--- config.mk ---
export PLATFORM = sky130hd
export DESIGN_NAME = mips_bus_arbiter
export DESIGN_NICKNAME = d
export VERILOG_FILES = /design/src/rtl/mips_bus_arbiter.sv
export SDC_FILE = /design/constraint.sdc
export NUM_CORES = 1
export LEC_CHECK = 0
export ABC_AREA = 1
export BUFFER_PORTS_ARGS = -buffer_cell sky130_fd_sc_hd__buf_4
export CAP_MARGIN = 10
export CORE_UTILIZATION = 28
export CTS_BUF_LIST = sky130_fd_sc_hd__clkbuf_8
export DETAILED_ROUTE_END_ITERATION = 16
export PLACE_DENSITY_LB_ADDON = 0.05
export SYNTH_ARGS = -nofsm -noshare
export SYNTH_HDL_FRONTEND = slang
export SYNTH_SLANG_ARGS = --single-unit
--- constraint.sdc ---
create_clock -name clk -period 3 [get_ports clk]
set_input_delay 0.6 -clock clk [delete_from_list [all_inputs] [get_ports clk]]
set_output_delay 0.6 -clock clk [all_outputs]
set_load 0.02 [all_outputs]
--- src/rtl/mips_bus_arbiter.sv ---
// Two-requester bus arbiter: serialises instruction-fetch and load/store transfers
// onto one waitrequest-style memory bus, alternating grants under contention.
module mips_bus_arbiter #(
    parameter int MAX_WAIT = 0
) (
    input  logic        clk,
    input  logic        rst,
    input  logic        i_req,
    input  logic [31:0] i_addr,
    output logic        i_ack,
    output logic [31:0] i_rdata,
    input  logic        d_req,
    input  logic        d_write,
    input  logic [31:0] d_addr,
    input  logic [31:0] d_wdata,
    input  logic [3:0]  d_byteen,
    output logic        d_ack,
    output logic [31:0] d_rdata,
    output logic [31:0] address,
    output logic        write,
    output logic        read,
    input  logic        waitrequest,
    output logic [31:0] writedata,
    output logic [3:0]  byteenable,
    input  logic [31:0] readdata,
    output logic        bus_err
);

    typedef enum logic [1:0] {IDLE, ISSUE, DONE} state_e;

    localparam logic [31:0] WAIT_LIMIT = 32'(MAX_WAIT);

    state_e      state_q, state_d;
    logic        last_q, last_d;
    logic        owner_q, owner_d;
    logic        isWrite_q, isWrite_d;
    logic [31:0] addr_q, addr_d;
    logic [31:0] wdata_q, wdata_d;
    logic [3:0]  be_q, be_d;
    logic [31:0] waitCnt_q, waitCnt_d;
    logic        busErr_q, busErr_d;
    logic        grantData;

    always_ff @(posedge clk or posedge rst) begin
        if (rst) begin
            state_q   <= IDLE;
            last_q    <= 1'b0;
            owner_q   <= 1'b0;
            isWrite_q <= 1'b0;
            addr_q    <= 32'h0;
            wdata_q   <= 32'h0;
            be_q      <= 4'h0;
            waitCnt_q <= 32'h0;
            busErr_q  <= 1'b0;
        end else begin
            state_q   <= state_d;
            last_q    <= last_d;
            owner_q   <= owner_d;
            isWrite_q <= isWrite_d;
            addr_q    <= addr_d;
            wdata_q   <= wdata_d;
            be_q      <= be_d;
            waitCnt_q <= waitCnt_d;
            busErr_q  <= busErr_d;
        end
    end

    always_comb begin
        state_d   = state_q;
        last_d    = last_q;
        owner_d   = owner_q;
        isWrite_d = isWrite_q;
        addr_d    = addr_q;
        wdata_d   = wdata_q;
        be_d      = be_q;
        waitCnt_d = waitCnt_q;
        busErr_d  = busErr_q;
        // With both pending, data wins only if fetch was served last.
        grantData = d_req && (!i_req || !last_q);
        case (state_q)
            IDLE: begin
                if (i_req || d_req) begin
                    owner_d   = grantData;
                    last_d    = grantData;
                    isWrite_d = grantData && d_write;
                    addr_d    = grantData ? d_addr : i_addr;
                    wdata_d   = grantData ? d_wdata : 32'h0;
                    be_d      = grantData ? d_byteen : 4'hF;
                    waitCnt_d = 32'h0;
                    state_d   = ISSUE;
                end
            end
            ISSUE: begin
                if (waitrequest) begin
                    if (waitCnt_q != 32'hFFFF_FFFF) begin
                        waitCnt_d = waitCnt_q + 32'd1;
                    end
                    // Flag on the wait cycle that brings the count up to the limit.
                    if ((MAX_WAIT > 0) && (waitCnt_q >= WAIT_LIMIT - 32'd1)) begin
                        busErr_d = 1'b1;
                    end
                end else begin
                    state_d = DONE;
                end
            end
            DONE: begin
                state_d = IDLE;
            end
            default: begin
                state_d = IDLE;
            end
        endcase
    end

    assign read       = (state_q == ISSUE) && !isWrite_q;
    assign write      = (state_q == ISSUE) && isWrite_q;
    assign i_ack      = (state_q == DONE) && !owner_q;
    assign d_ack      = (state_q == DONE) && owner_q;
    assign address    = addr_q;
    assign writedata  = wdata_q;
    assign byteenable = be_q;
    assign bus_err    = busErr_q;
    assign i_rdata    = readdata;
    assign d_rdata    = readdata;

endmodule

==> results.json <==
{
  "root_buffer": "clkbuf_8",
  "nets": 763,
  "met3_wirelength_um": 1010,
  "io_buffers": 177,
  "grt_max_degree": 73,
  "hold_class": "in -> async",
  "synth.area.top_cells": "dfrtp_1 (45%), nand2_1 (16%), buf_4 (13%), nand3_1 (12%), inv_1 (6.5%)",
  "drc": 0,
  "via_count": 3473,
  "io_pins": 275,
  "antenna_found_initial": 0,
  "skew_ps": 5.47,
  "synth-warning-count": 0,
  "dr.first_iter.drc_count": 200,
  "yosys.cell_types.count": 15,
  "cts_tree": "done",
  "grt_overflow_total": 0,
  "final_cells": 809,
  "start_kind": "flop",
  "period_share_pct": 61.8,
  "die_x_um": 121,
  "core_area_sq_um": 13900,
  "clk_pin_slew_ps": 80,
  "path_max_fanout": 5,
  "ff2ff_setup_slack_ps": 1310,
  "gp_congestion": 0.740,
  "avgSynthCellArea_sq_um": 7.61,
  "r2r_start": "owner_q",
  "multi_input_area_sq_um": 1220,
  "max_slew_margin_pct": 59.1,
  "cts_setup_buffers": 0,
  "crit_arrival_ps": 1250,
  "clk_latency_ps": 340,
  "numCtsBuffers": 9,
  "status": "finished, final reports clean",
  "crit_start": "state_q[1]",
  "synth-seq-cells": 72,
  "fin_crit_ps": 1850,
  "n_fill_cell": 1528,
  "worst_slew_pin_slew_ps": 612,
  "rr_endpoint": "writedata[23]",
  "top_layer_used": "met4",
  "track_usage_pct": 15.3,
  "cts_resized": 0,
  "drt-met1-wl_um": 4890,
  "routedWlPerCell_um": 13.3,
  "htree_levels": 3,
  "drtAntennaViolNets": 0,
  "setup_violations": 0,
  "placedCellCount": 794,
  "power_density_nw_per_um2": 991,
  "hold_buffers": 0,
  "syn_to_final_growth_pct": 27.2,
  "diodes": 0,
  "synth_top_area_cell": "dfrtp_1",
  "worstSetupPathType": "reg -> out",
  "vdd.ir_drop.worst_mv": 0.296,
  "p_leak_nw": 3.01,
  "start_util_pct": 28.7,
  "drt_wl_total_um": 10800,
  "critPathCaptureType": "output pin",
  "firstDrtPassIters": 5,
  "rsz0062_at_grt": "false",
  "ff_latch_area_sq_um": 1800,
  "synth_area_sq_um": 3980,
  "yosysTopAreaCellShare_pct": 45.2,
  "setup_slack_ps": 1150,
  "final_max_slew_viol_count": 0,
  "dp_slack_ps": 929,
  "dp_hpwl_um": 7340,
  "endpoint": "write",
  "fin_hold_ws_ps": 320,
  "fmax_ghz": 0.539,
  "drive_gt1_share_pct": 32.3,
  "grt_pass1_wl_um": 17300,
  "rows": 43,
  "clock_path_buffers": 2,
  "netlist_instances": 523,
  "die_area_sq_um": 14700,
  "ys_seq_area_share_pct": 45.2,
  "vias_per_cell": 4.29,
  "die_h_um": 121,
  "totalNegativeSetupSlack_ps": 0,
  "hold_violations": 0,
  "maxCapViolCount": 0,
  "clock-sinks": 72,
  "first_global_vias": 3376,
  "rr_worst_depth": 6,
  "worstPathRequired_ps": 2400,
  "dr_wl_met2_um": 4730,
  "syn_nets": 661,
  "power_w": 0.00502
}
[state kept, by name, indices dropped and copies added, names as in the netlist]
register,flops
state_q,2
owner_q,1
address,32
writedata,32
byteenable,4
isWrite_q,1
[layout make-up]
cell class / instances / share of cell area, %
inverters: 71 / 5.29
well taps: 180 / 4.45
multi-input cells: 288 / 24.1
repair buffers: 183 / 27.6
flip-flops and latches: 72 / 35.6
clock buffers: 9 / 2.45
clock inverters: 6 / 0.568
[synthesized netlist by cell type]
library cell	count
buf_4	69
conb_1	1
inv_1	69
nor3_1	2
nand2_2	1
buf_6	11
buf_2	6
dfrtp_1	72
inv_2	2
nand3_1	98
nand2_1	175
nor2_1	4
o21ai_0	5
clkbuf_1	6
nor2_2	2
[critical path, cell delays in order, from the launching register on]
cell	delay, ps
dfrtp_1	390
inv_1	130
nand2_1	120
nor2_1	110
buf_4	150
[power breakdown]
part	internal (W)	switching (W)	total, W
Sequential	0.00146	0.000300	0.00176
Combinational	0.00103	0.00159	0.00262
Clock	0.000285	0.000352	0.000637
Total	0.00278	0.00224	0.00502
[cells in the final DEF (no fill, tap or decap)]
master	count
inv_2	2
buf_12	2
o21ai_0	5
nand2_1	175
dfrtp_1	72
nor2_1	4
nor3_1	2
conb_1	1
inv_1	69
buf_4	181
clkinv_2	6
nand2_2	1
nand3_1	98
nor2_2	2
clkbuf_8	9
[worst min-delay path by stage]
stage                        from             to  cells past startpoint
floorplan               isWrite_q      isWrite_q                      2
global placement    writedata[16]  writedata[16]                      2
detailed placement   writedata[2]   writedata[2]                      2
CTS                           rst  writedata[27]                      3
global route                  rst  writedata[27]                      3
finish                        rst  writedata[27]                      3
[metrics by stage]
stage	utilization, %	instance area [sq um]
finish	36.5	5070
global route	36.5	5070
CTS	36.5	5070
detailed placement	35.4	4910
global placement	35.4	4910
floorplan	-	3980
[routing by layer]
layer / global-route usage, % / up-vias
met4: 5.63 / 0
met5: 0 / -
met3: 5.50 / 9
met1: 20.4 / 1575
li1: - / 1722
met2: 22.5 / 167
[logic make-up (layout without fill, tap and decap cells)]
family,count (synthesis),after routing,synth area share [%]
simple gates,282,282,29.9
buf+inv,163,269,24.1
flops,72,72,45.2
compound gates,5,5,0.628
other cells,1,1,0.0942
Note: power is estimated with default switching activity, not from simulation.
